===== src/rtl/mux_arbiter_2x1_pkg.sv =====
`default_nettype none
// ============================================================================
// Module   : mux_arbiter_2x1_pkg
// Purpose  : Shared definitions for the 2:1 arbitrated mux: output-register
//            FSM state encoding and requester port indices.
// Contents : state_t (ST_EMPTY, ST_FULL), PORT0, PORT1
// Revision : 1.0 - initial release
// ============================================================================
package mux_arbiter_2x1_pkg;

  typedef enum logic [0:0] {
    ST_EMPTY = 1'b0,  // no word held in dout
    ST_FULL  = 1'b1   // dout holds an unconsumed word
  } state_t;

  localparam logic PORT0 = 1'b0;
  localparam logic PORT1 = 1'b1;

endpackage
`default_nettype wire


===== src/rtl/mux_arbiter_2x1_if.sv =====
`default_nettype none
// ============================================================================
// Module   : mux_arbiter_2x1_if
// Purpose  : Requester / consumer bus of the 2:1 arbitrated mux.
// Signals  : req0/req1, din0/din1 - requester side (word pending, data)
//            gnt0/gnt1            - one-cycle capture pulses
//            sel                  - mux select in use this cycle
//            dout, dout_valid     - registered output word and its flag
//            dout_ready           - consumer accepts dout
// Modports : master - environment (drives requests and dout_ready)
//            slave  - arbiter
// Revision : 1.0 - initial release
// ============================================================================
interface mux_arbiter_2x1_if #(
  parameter int N = 8
);
  logic         req0;
  logic         req1;
  logic [N-1:0] din0;
  logic [N-1:0] din1;
  logic         gnt0;
  logic         gnt1;
  logic         sel;
  logic [N-1:0] dout;
  logic         dout_valid;
  logic         dout_ready;

  modport master (
    output req0, req1, din0, din1, dout_ready,
    input  gnt0, gnt1, sel, dout, dout_valid
  );

  modport slave (
    input  req0, req1, din0, din1, dout_ready,
    output gnt0, gnt1, sel, dout, dout_valid
  );
endinterface
`default_nettype wire


===== src/rtl/mux_arbiter_2x1_mux.sv =====
`default_nettype none
// ============================================================================
// Module   : genericMux2x1
// Purpose  : Plain N-bit 2:1 multiplexer (data path of the arbiter).
// Ports    : i_d0, i_d1 - data inputs
//            i_sel      - 0 selects i_d0, 1 selects i_d1
//            o_y        - selected data
// Revision : 1.0 - initial release
// ============================================================================
module genericMux2x1 #(
  parameter int N = 8
) (
  input  wire logic [N-1:0] i_d0,
  input  wire logic [N-1:0] i_d1,
  input  wire logic         i_sel,
  output logic      [N-1:0] o_y
);
  assign o_y = i_sel ? i_d1 : i_d0;
endmodule
`default_nettype wire


===== src/rtl/mux_arbiter_2x1.sv =====
`default_nettype none
// ============================================================================
// Module   : mux_arbiter_2x1
// Purpose  : Arbitrates two requesters onto one registered output word with
//            valid/ready back-pressure. Grants are combinational pulses; the
//            granted word is captured into dout on the same clock edge.
// Ports    : clk    - clock, all state on rising edge
//            resetn - asynchronous active-low reset
//            bus    - mux_arbiter_2x1_if.slave (requests, data, grants, output)
// Config   : MUX_ARB_ROUND_ROBIN_EN defined  -> contention alternates ports,
//                                               port 0 first after reset
//            MUX_ARB_ROUND_ROBIN_EN undefined -> port 0 always wins contention
// Revision : 1.0 - initial release
// ============================================================================
module mux_arbiter_2x1 #(
  parameter int N = 8
) (
  input  wire logic         clk,
  input  wire logic         resetn,
  mux_arbiter_2x1_if.slave  bus
);
  import mux_arbiter_2x1_pkg::*;

  state_t       r_state;
  state_t       w_state_nxt;
  logic         r_last;      // most recently granted port
  logic         r_granted;   // at least one grant since reset
  logic [N-1:0] r_dout;

  logic         w_cap;
  logic         w_any;
  logic         w_grant;
  logic         w_win;
  logic         w_sel;
  logic [N-1:0] w_mux;

  // Arbitration and next-state logic
  always_comb begin
    w_cap       = (r_state == ST_EMPTY) || bus.dout_ready;
    w_any       = bus.req0 || bus.req1;
    // Gating with resetn keeps both grants low for the whole reset assertion.
    w_grant     = w_cap && w_any && resetn;
    w_win       = PORT0;
    if (bus.req0 && bus.req1) begin
`ifdef MUX_ARB_ROUND_ROBIN_EN
      w_win = ~r_last;
`else
      w_win = PORT0;
`endif
    end else if (bus.req1) begin
      w_win = PORT1;
    end
    // Outside a grant, sel holds the last granted port; before any grant
    // it reads port 0 even though last resets to port 1.
    if (w_grant) begin
      w_sel = w_win;
    end else if (r_granted) begin
      w_sel = r_last;
    end else begin
      w_sel = PORT0;
    end
    w_state_nxt = r_state;
    if (w_cap) begin
      w_state_nxt = w_any ? ST_FULL : ST_EMPTY;
    end
  end

  genericMux2x1 #(.N(N)) u_mux (
    .i_d0  (bus.din0),
    .i_d1  (bus.din1),
    .i_sel (w_sel),
    .o_y   (w_mux)
  );

  always_ff @(posedge clk or negedge resetn) begin
    if (!resetn) begin
      r_state   <= ST_EMPTY;
      r_last    <= PORT1;
      r_granted <= 1'b0;
      r_dout    <= '0;
    end else begin
      r_state <= w_state_nxt;
      if (w_grant) begin
        r_dout    <= w_mux;
        r_last    <= w_win;
        r_granted <= 1'b1;
      end
    end
  end

  assign bus.gnt0       = w_grant && (w_win == PORT0);
  assign bus.gnt1       = w_grant && (w_win == PORT1);
  assign bus.sel        = w_sel;
  assign bus.dout       = r_dout;
  assign bus.dout_valid = (r_state == ST_FULL);

endmodule
`default_nettype wire

===== src/flat_wrapper.sv =====
// flat-port wrapper written by rule: the top's interface ports become plain ports
module mux_arbiter_2x1_flat import mux_arbiter_2x1_pkg::*;
#(
  parameter int N = 8
)
  (clk, resetn, bus_req0, bus_req1, bus_din0, bus_din1, bus_dout_ready, bus_gnt0, bus_gnt1, bus_sel, bus_dout, bus_dout_valid);
  mux_arbiter_2x1_if #(.N(N)) bus_i ();
  input  wire logic clk;
  input  wire logic resetn;
  input wire logic [$bits(bus_i.req0)-1:0] bus_req0;
  input wire logic [$bits(bus_i.req1)-1:0] bus_req1;
  input wire logic [$bits(bus_i.din0)-1:0] bus_din0;
  input wire logic [$bits(bus_i.din1)-1:0] bus_din1;
  input wire logic [$bits(bus_i.dout_ready)-1:0] bus_dout_ready;
  output wire logic [$bits(bus_i.gnt0)-1:0] bus_gnt0;
  output wire logic [$bits(bus_i.gnt1)-1:0] bus_gnt1;
  output wire logic [$bits(bus_i.sel)-1:0] bus_sel;
  output wire logic [$bits(bus_i.dout)-1:0] bus_dout;
  output wire logic [$bits(bus_i.dout_valid)-1:0] bus_dout_valid;
  assign bus_i.req0 = bus_req0;
  assign bus_i.req1 = bus_req1;
  assign bus_i.din0 = bus_din0;
  assign bus_i.din1 = bus_din1;
  assign bus_i.dout_ready = bus_dout_ready;
  assign bus_gnt0 = bus_i.gnt0;
  assign bus_gnt1 = bus_i.gnt1;
  assign bus_sel = bus_i.sel;
  assign bus_dout = bus_i.dout;
  assign bus_dout_valid = bus_i.dout_valid;
  mux_arbiter_2x1 #(.N(N)) u_core (.clk(clk), .resetn(resetn), .bus(bus_i));
endmodule

===== config.mk =====
export PLATFORM = sky130hd
export DESIGN_NAME = mux_arbiter_2x1_flat
export DESIGN_NICKNAME = d
export VERILOG_FILES = /design/src/rtl/mux_arbiter_2x1_pkg.sv /design/src/rtl/mux_arbiter_2x1_if.sv /design/src/rtl/mux_arbiter_2x1_mux.sv /design/src/rtl/mux_arbiter_2x1.sv /design/src/flat_wrapper.sv
export SDC_FILE = /design/constraint.sdc
export NUM_CORES = 1
export LEC_CHECK = 0
export BUFFER_PORTS_ARGS = -buffer_cell sky130_fd_sc_hd__buf_2
export CORE_UTILIZATION = 45
export CTS_CLUSTER_DIAMETER = 50
export CTS_CLUSTER_SIZE = 14
export DETAILED_ROUTE_END_ITERATION = 10
export PLACE_DENSITY = 0.85
export SLEW_MARGIN = 10
export SYNTH_ARGS = -nofsm -noshare
export SYNTH_HDL_FRONTEND = slang
export SYNTH_SLANG_ARGS = --single-unit

===== constraint.sdc =====
create_clock -name clk -period 1.94 [get_ports clk]
set_input_delay 0.485 -clock clk [delete_from_list [all_inputs] [get_ports clk]]
set_output_delay 0.485 -clock clk [all_outputs]
set_load 0.005 [all_outputs]

==> impl_metrics.csv, run 1 <==
group,metric,value,unit
status,status,"finished clean",
cells_and_area,drive_gt1_frac,0.522,
job,maxCapViolCount,0,
die,coreArea,1170,um2
critical_path,crit_arrival,1.25,ns
cells_and_area,fill_cells,106,
die,initial_core_util,0.510,
critical_path,worstPathMaxFanout,11,
placed_design,portBuffers,32,
global_route,antenna_found_initial,0,
global_route,grt_pass1_wl,2220,um
yosys,synth_seq_cells,11,
clocking,ctsResizeCount,0,
global_route,grtUsageTotal,0.225,
route,avgRoutedWirePerCell,14.1,um
clocking,clock_tree.buffer_depth,2,
clocking,cts_buffers,3,
timing,max_freq,576,MHz
yosys,syn-num-nets,74,
critical_path,ff2ff_path_depth,5,
yosys,synthesis.area,597,um2
route,first_pass_iters,3,
pwr,ir_drop,0.000375,V
placed_design,placed_area,774,um2
route,ant_nets,0,
clocking,path_clk_slew,0.07,ns
route,drc,0,
cells_and_area,multi_input_area,287,um2
timing,rsz0062_at_grt,"no",
pwr,power,0.000658,W
cells_and_area,fin_nets,112,
die,fp.dieW,38.4,um
cells_and_area,regArea,277,um2
clocking,cts-root-buf,"clkbuf_4",
timing,finalCriticalPeriod,1.74,ns
yosys,synth_cell_types,18,
critical_path,path_class,"reg2out",
global_route,grt_max_degree,12,
clocking,cts_tree,"built",
yosys,synth_area_per_cell,11.3,um2
timing,fin_crit_sh,0.895,
timing,fin_skew,0.00535,ns
die,row_count,12,
global_route,overflow,0,
clocking,htree_levels,1,
clocking,cts.sinks,11,
timing,setup_viol,0,
route,post_drt_via_cell_ratio,5.54,
route,vias,576,
die,pin_count,33,
pwr,leakagePower,0.374,nW
timing,finalHoldViolations,0,
pwr,powerDensity,822,nW/um2
worst_hold_path,hold_path_class,"in2async",
critical_path,worstPathRequired,1.45,ns
timing,slew_viol_final,0,
critical_path,cp-start-kind,"flip-flop",
cells_and_area,syn2layout_area_growth,34.2,%
die,die_area,1480,um2
die,die_h,38.4,um
clocking,cts_setup_buffers,0,
yosys,yosysWarnings,0,
placed_design,dp_hpwl,1100,um
critical_path,cp-end-kind,"output pin",
placed_design,dp_slack,0.210,ns
cells_and_area,antenna_cells,0,
yosys,netlist_instances,53,
clocking,hold_buffers,0,
route,first_iter_violations,9,
yosys,ys_seq_area_frac,0.463,
timing,tightestPinTransition,0.369,ns
global_route,grt_pass1_vias,471,
timing,setup_tns,0,ns
timing,finalWorstSetupSlack,0.204,ns
timing,slew_headroom,0.754,
clocking,clk-insertion-delay-late,0.26,ns
placed_design,gp_congestion,0.664,
cells_and_area,stdcell_area,801,um2
route,drt-total-wl,1470,um
-- power by group --
group | internal (W) | leakage [nW] | switching, W
Combinational | 0.000109 | 0.241 | 0.0000931
Clock | 0.0000794 | 0.0150 | 0.0000766
Sequential | 0.000273 | 0.118 | 0.0000266
-- cells in the final DEF, fill, tap and decap left out --
master	n
nor2_1	3
nand2b_1	1
nand2b_4	1
a32oi_4	1
nor3b_1	1
nand2_1	2
nand3_4	1
dfrtp_1	10
a31oi_1	9
o21ai_1	8
dfstp_2	1
inv_2	1
clkbuf_1	1
buf_4	4
nand3b_2	1
buf_2	32
nor2_2	1
a2bb2oi_1	8
a32o_2	1
clkbuf_4	3
-- worst paths after layout --
path,startpoint,slack (ns),end
max,u_core.bus.dout_valid,0.20,bus_sel
min,resetn,0.06,u_core.bus.dout[4]
max reg2reg,u_core.bus.dout_valid,0.67,u_core.bus.dout[7]
min reg2reg,u_core.bus.dout[4],0.54,u_core.bus.dout[4]
max in group asynchronous,resetn,1.41,u_core.r_last
min in group clk,bus_din0[6],0.48,u_core.bus.dout[6]
-- area by class of cell --
type	instances	share of cell area
multi-input combinational	38	0.358
sequential	11	0.345
timing repair buffer	36	0.237
clock buffer	4	0.0328
tap	14	0.0219
inverter	1	0.00469
-- layer usage --
layer	part of all wire	global-route usage
met1	0.44	0.300
met4	0.0068	0.103
met2	0.51	0.356
met3	0.046	0.0349
met5	0	0
-- per-stage QoR --
stage	instances	hold WS [ns]	util
floorplan	53	0.189	-
global placement	100	0.340	0.661
detailed placement	100	0.343	0.661
CTS	104	0.0574	0.684
global route	104	0.0523	0.684
finish	104	0.0582	0.684
-- cell families (layout without fill, tap and decap cells) --
family | Yosys count | count (layout) | synth area share
AOI/OAI and AO/OA | 27 | 27 | 0.344
buffers and inverters | 4 | 41 | 0.0566
DFF | 11 | 11 | 0.463
and+or+nand+nor | 11 | 11 | 0.136
-- worst max-delay path, stage by stage, from the launching register on --
cell and delay (ns):
dfrtp_1 0.41, nand2b_4 0.14, nand3_4 0.09, inv_2 0.16, nor2_1 0.07, buf_2 0.12
-- sequential cells by signal (all words and copies together) (netlist names) --
register	cells
u_core.r_last	1
u_core.bus.dout	8
u_core.bus.dout_valid	1
u_core.r_granted	1
-- synth_stat cells --
master / number / area [um2]
a2bb2oi_1: 8 / 70.1
a31oi_1: 9 / 56.3
o21ai_1: 8 / 40.0
nand2b_1: 1 / 6.26
buf_6: 2 / 22.5
nor2_1: 3 / 11.3
a32o_2: 1 / 11.3
nand3_4: 1 / 17.5
inv_2: 1 / 3.75
nand2b_4: 1 / 13.8
dfrtp_1: 10 / 250
buf_4: 1 / 7.51
dfstp_2: 1 / 26.3
nand3b_2: 1 / 11.3
a32oi_4: 1 / 27.5
nand2_1: 2 / 7.51
nor2_2: 1 / 6.26
nor3b_1: 1 / 7.51
No activity file was read; power rests on OpenSTA's default activity.
==> run 2: changes to the inputs <==
CTS_BUF_LIST = sky130_fd_sc_hd__clkbuf_4 sky130_fd_sc_hd__clkbuf_8 sky130_fd_sc_hd__clkbuf_16   (was not set)
==> run 2 against run 1 <==
  * Utilization increased by 0.32 points
  * Die area unchanged
  * Sequential power about the same
  * Fmax about the same
  * Flip-flop and latch count unchanged
  * Global-route usage unchanged
  * Sequential share of layout area decreased by 0.16 points
  * Critical path depth unchanged
==> impl_metrics.csv, run 2 (synthesis gave the netlist of run 1 again) <==
group,metric,value,unit
status,status,"finished clean",
placed_design,gp_congestion,0.664,
global_route,grt_max_degree,12,
die,pin_count,33,
pwr,powerDensity,836,nW/um2
cells_and_area,drive_gt1_frac,0.533,
timing,slew_viol_final,0,
route,drc,0,
critical_path,critPathTopFamily,"flip-flops",
clocking,cts.sinks,11,
critical_path,path_class,"reg2out",
clocking,cts-root-buf,"clkbuf_4",
pwr,power,0.000672,W
route,first_iter_violations,9,
pwr,leakagePower,0.377,nW
timing,tightestPinTransition,0.369,ns
clocking,ctsResizeCount,0,
die,fp.dieW,38.4,um
job,maxCapViolCount,0,
critical_path,worstPathMaxFanout,11,
clocking,clk-insertion-delay-late,0.26,ns
global_route,grt_pass1_wl,2220,um
global_route,grt_pass1_vias,471,
clocking,hold_buffers,0,
cells_and_area,syn2layout_area_growth,34.8,%
critical_path,ff2ff_path_depth,5,
critical_path,r2r-end,"u_core.bus.dout[7]",
die,die_area,1480,um2
cells_and_area,fill_cells,104,
global_route,grtUsageTotal,0.225,
critical_path,path_buf_inv,2,
critical_path,slowest_stage,"dfrtp_1",
cells_and_area,largest_register_ff_count,8,
cells_and_area,layout_commonest_cell,"buf_2",
route,ant_nets,0,
critical_path,critical_path_cell_count,5,
placed_design,place_inst,100,
global_route,antenna_found_initial,0,
timing,fin_crit_sh,0.895,
critical_path,crit_chain,"nand2b_4, nand3_4, inv_2, nor2_1, buf_2",
global_route,overflow,0,
timing,fin_skew,0.00545,ns
critical_path,cp-start-kind,"flip-flop",
route,first_pass_iters,3,
route,post_drt_via_cell_ratio,5.54,
timing,setup_tns,0,ns
critical_path,crit_arrival,1.25,ns
timing,rsz0062_at_grt,"no",
clocking,clock_tree.buffer_depth,2,
clocking,htree_levels,1,
cells_and_area,final_util,0.687,
route,avgRoutedWirePerCell,14.1,um
clocking,cts_tree,"built",
timing,setup_viol,0,
pwr,ir_drop,0.000375,V
timing,slew_headroom,0.754,
worst_hold_path,hold_path_class,"in2async",
cells_and_area,multi_input_area,287,um2
timing,finalHoldViolations,0,
critical_path,reg2reg_slack,0.67,ns
critical_path,rr_startpoint,"u_core.bus.dout_valid",
clocking,cts_setup_buffers,0,
clocking,path_clk_slew,0.08,ns
timing,max_freq,576,MHz
die,coreArea,1170,um2
die,die_h,38.4,um
cells_and_area,fin_nets,112,
die,row_count,12,
route,drt-total-wl,1470,um
cells_and_area,final_cell_mix,"32 x buf_2, 10 x dfrtp_1, 9 x a31oi_1",
placed_design,dp_hpwl,1100,um
clocking,cts_buffers,3,
critical_path,worstPathRequired,1.45,ns
placed_design,portBuffers,32,
critical_path,cpPeakStageDelay,0.41,ns
die,initial_core_util,0.510,
timing,finalCriticalPeriod,1.74,ns
cells_and_area,antenna_cells,0,
critical_path,cp-end-kind,"output pin",
route,vias,576,
cells_and_area,regArea,277,um2
cells_and_area,final-instance-count-excl-fill,104,
## run 2: cell counts in the layout (fill, tap and decap cells not counted)
No cell type changed its count.
## run 2: how the worst max path moves through the flow
stage	startpoint	end	slack, ns
2_1_floorplan	bus_dout_ready	bus_sel	0.29
3_3_place_gp	bus_req1	bus_gnt1	0.25
3_5_place_dp	bus_req1	bus_gnt1	0.21
4_1_cts	u_core.bus.dout_valid	bus_sel	0.18
5_1_grt	u_core.bus.dout_valid	bus_sel	0.10
6_report	u_core.bus.dout_valid	bus_sel	0.20
## run 2: routing by layer
layer  share of wire  vias up  wire length, um  GRT usage
met5               0        -                0          0
met1            0.44      272              642      0.300
li1                -      283                -          -
met2            0.51       19              746      0.356
met4          0.0068        0               10      0.103
met3           0.046        2               68     0.0349
## run 2: layout make-up
class,instances,share of cell area
tap,14,0.0218
multi-input combinational,38,0.356
clock buffer,4,0.0373
inverter,1,0.00467
sequential,11,0.344
timing repair buffer,36,0.236
## run 2: through the flow
stage               cell area, um2  hold WS (ns)  worst slack [ns]
floorplan                      597         0.189             0.293
global placement               774         0.340             0.246
detailed placement             774         0.343             0.210
CTS                            805        0.0572             0.179
global route                   805        0.0529             0.104
finish                         805        0.0581             0.204
## run 2: power breakdown
group | total (W) | leakage [nW] | switching, W | internal, W
logic | 0.000202 | 0.241 | 0.0000931 | 0.000109
clock network | 0.000170 | 0.0184 | 0.0000767 | 0.0000933
registers | 0.000300 | 0.118 | 0.0000266 | 0.000273
total | 0.000672 | 0.377 | 0.000196 | 0.000476
==> run 3: changes to the inputs <==
CORE_UTILIZATION = 44   (was 45)
PLACE_DENSITY = 0.84   (was 0.85)
SYNTH_HIERARCHICAL = 1   (was not set)
==> run 3 against run 2 <==
  * Area after synthesis fell by 4.0%
  * Utilization up 1.4 points
  * Clock skew fell by 0.0037 ns
  * Wire length is 25% lower
  * Fmax down 8.3%
  * Sequential share of layout area decreased by 0.27 points
  * Global-route usage down 6.2 points
  * Via count decreased by 20%
  * Synthesized cell count shrank 25%
  * Count of clock-buffer cells in the layout stayed put
  * Largest cell class unchanged
==> impl_metrics.csv, run 3 <==
group,metric,value,unit
die,coreArea,1160,um2
timing,slew_viol_final,0,
yosys,synth-edff-count,0,
placed_design,dp_slack,-0.0448,ns
cells_and_area,layout_commonest_cell,"buf_2",
yosys,netlist_instances,40,
clocking,clock_tree.buffer_depth,2,
global_route,grt_pass1_vias,403,
timing,finalCriticalPeriod,1.89,ns
cells_and_area,largest_register_ff_count,8,
timing,setup_viol,0,
placed_design,portBuffers,32,
yosys,synthesis.area,573,um2
cells_and_area,fin_nets,102,
route,drt-total-wl,1090,um
route,drc,0,
yosys,synth_seq_cells,11,
yosys,yosys.area.top_type,"dfrtp_1",
yosys,synth_area_per_cell,14.3,um2
placed_design,place_inst,90,
worst_hold_path,hold_path_class,"in2async",
global_route,grtUsageMet3,0.0581,
timing,fin_skew,0.00175,ns
pwr,intPower,0.000519,W
clocking,ctsResizeCount,0,
die,pin_count,33,
global_route,grt_pass1_wl,1520,um
cells_and_area,syn2layout_area_growth,41.5,%
global_route,overflow,0,
route,avgRoutedWirePerCell,11.6,um
die,fp.dieW,38.1,um
timing,max_freq,528,MHz
critical_path,worstPathMaxFanout,5,
yosys,synth_common_cells,"10 x dfrtp_1, 8 x mux2_2, 8 x mux2_4",
timing,finalWorstSetupSlack,0.0472,ns
critical_path,cp-start-kind,"input pin",
pwr,p_seq_frac,0.433,
clocking,cts_buffers,3,
global_route,antenna_found_initial,0,
route,first_pass_iters,3,
clocking,cts_tree,"built",
route,post_drt_via_cell_ratio,4.91,
pwr,powerDensity,861,nW/um2
yosys,synth_cell_types,14,
pwr,ir_drop,0.000511,V
job,maxCapViolCount,0,
clocking,cts-root-buf,"clkbuf_4",
pwr,p_switching,0.000178,W
clocking,cts.sinks,11,
die,die_area,1450,um2
placed_design,dp_hpwl,922,um
route,vias,462,
critical_path,worstPathRequired,1.45,ns
yosys,synth_top_flop_cell,"dfrtp_1",
global_route,grt_max_degree,10,
timing,timing.hold.ws,0.139,ns
critical_path,crit_arrival,1.41,ns
status,status,"finished clean",
global_route,grt_use_met1,0.166,
die,row_count,12,
pwr,comb_power_share,0.326,
clocking,cts_setup_buffers,0,
die,die_h,38.1,um
timing,slew_headroom,0.905,
route,ant_nets,0,
timing,tightestPinTransition,0.143,ns
timing,fin_crit_sh,0.976,
global_route,busiest_layer,"met2",
clocking,path_clk_slew,0.07,ns
pwr,pwr-share-clk,0.241,
cells_and_area,final-instance-count-excl-fill,94,
pwr,p_sw_frac,0.256,
clocking,htree_levels,1,
clocking,clk-insertion-delay-late,0.26,ns
yosys,synth_top_area_frac,0.437,
route,first_iter_violations,4,
die,initial_core_util,0.496,
yosys,synthMostInstantiatedCell,"dfrtp_1",
clocking,hold_buffers,0,
yosys,synth_area_leaders,"dfrtp_1 44%, mux2_4 21%, mux2_2 16%",
yosys,ys_seq_area_frac,0.483,
critical_path,cp-end-kind,"output pin",
cells_and_area,drive_gt1_frac,0.763,
yosys,yosysWarnings,6,
cells_and_area,final_cell_mix,"32 x buf_2, 10 x dfrtp_1, 8 x mux2_2, 8 x mux2_4, 5 x buf_4",
yosys,syn-num-nets,61,
yosys,synth-async-reset-ratio,1.00,
timing,rsz0062_at_grt,"no",
critical_path,path_class,"in2out",
cells_and_area,antenna_cells,0,
pwr,power,0.000698,W
pwr,leakagePower,0.434,nW
global_route,grtUsageTotal,0.163,
placed_design,gp_congestion,0.595,
timing,finalHoldViolations,0,
global_route,gr-usage-met2,0.288,
==> run 3: cell types whose count changed after synthesis, moves of 2 or more <==
cell / before / now
a21oi_1: 0 / 2
a2bb2oi_1: 8 / 0
a31oi_1: 9 / 0
mux2_2: 0 / 8
mux2_4: 0 / 8
o21ai_1: 8 / 0
==> run 3: kinds of logic after synthesis <==
kind of cell,share of synthesized area
AOI/OAI and AO/OA,0.0175
and+or+nand+nor,0.107
buffers and inverters,0.0262
muxes,0.367
DFF,0.483
==> run 3: worst max-delay path: stages <==
cell      delay (ns)
buf_2           0.09
nand2b_2        0.18
and3_1          0.22
a21oi_2         0.14
buf_4           0.17
buf_2           0.12
==> run 3: per-stage QoR <==
step | utilization | area, um2 | setup TNS (ns)
detailed placement | 0.675 | 781 | -0.210
global route | 0.701 | 811 | 0
finish | 0.701 | 811 | 0
CTS | 0.701 | 811 | 0
global placement | 0.675 | 781 | 0
floorplan | - | 577 | 0
==> run 3: final timing paths <==
check                                      startpoint                     to  slack, ns  depth (start not counted)
worst max-delay path                   bus_dout_ready                bus_sel       0.05                          6
worst min-delay path                           resetn     u_core/bus.dout[5]       0.14                          2
worst max register to register  u_core/bus.dout_valid     u_core/bus.dout[7]       0.30                          6
worst min register to register          u_core/r_last          u_core/r_last       0.47                          2
max in group asynchronous                      resetn          u_core/r_last       1.58                          2
min in group clk                             bus_req1  u_core/bus.dout_valid       0.44                          3
==> run 3: power groups by stage <==
stage | clock (W) | sequential, W | combinational (W)
floorplan | 0 | 0.000312 | 0.000127
finish | 0.000168 | 0.000302 | 0.000228
global route | 0.000188 | 0.000308 | 0.000246
CTS | 0.000174 | 0.000303 | 0.000232
global placement | 0 | 0.000306 | 0.000223
detailed placement | 0 | 0.000307 | 0.000232
==> run 3: cell type report <==
type	count	area (um2)
well taps	14	17.5
flip-flops and latches	11	277
repair buffers	37	198
clock buffers	4	30.0
inverters	1	3.75
multi-input cells	27	285
fillers	89	345
==> run 3: layer usage <==
| metal | vias up | share of wire |
|---|---|---|
| li1 | 222 | - |
| met3 | 0 | 0.064 |
| met1 | 220 | 0.37 |
| met4 | 0 | 0 |
| met2 | 20 | 0.56 |
| met5 | - | 0 |
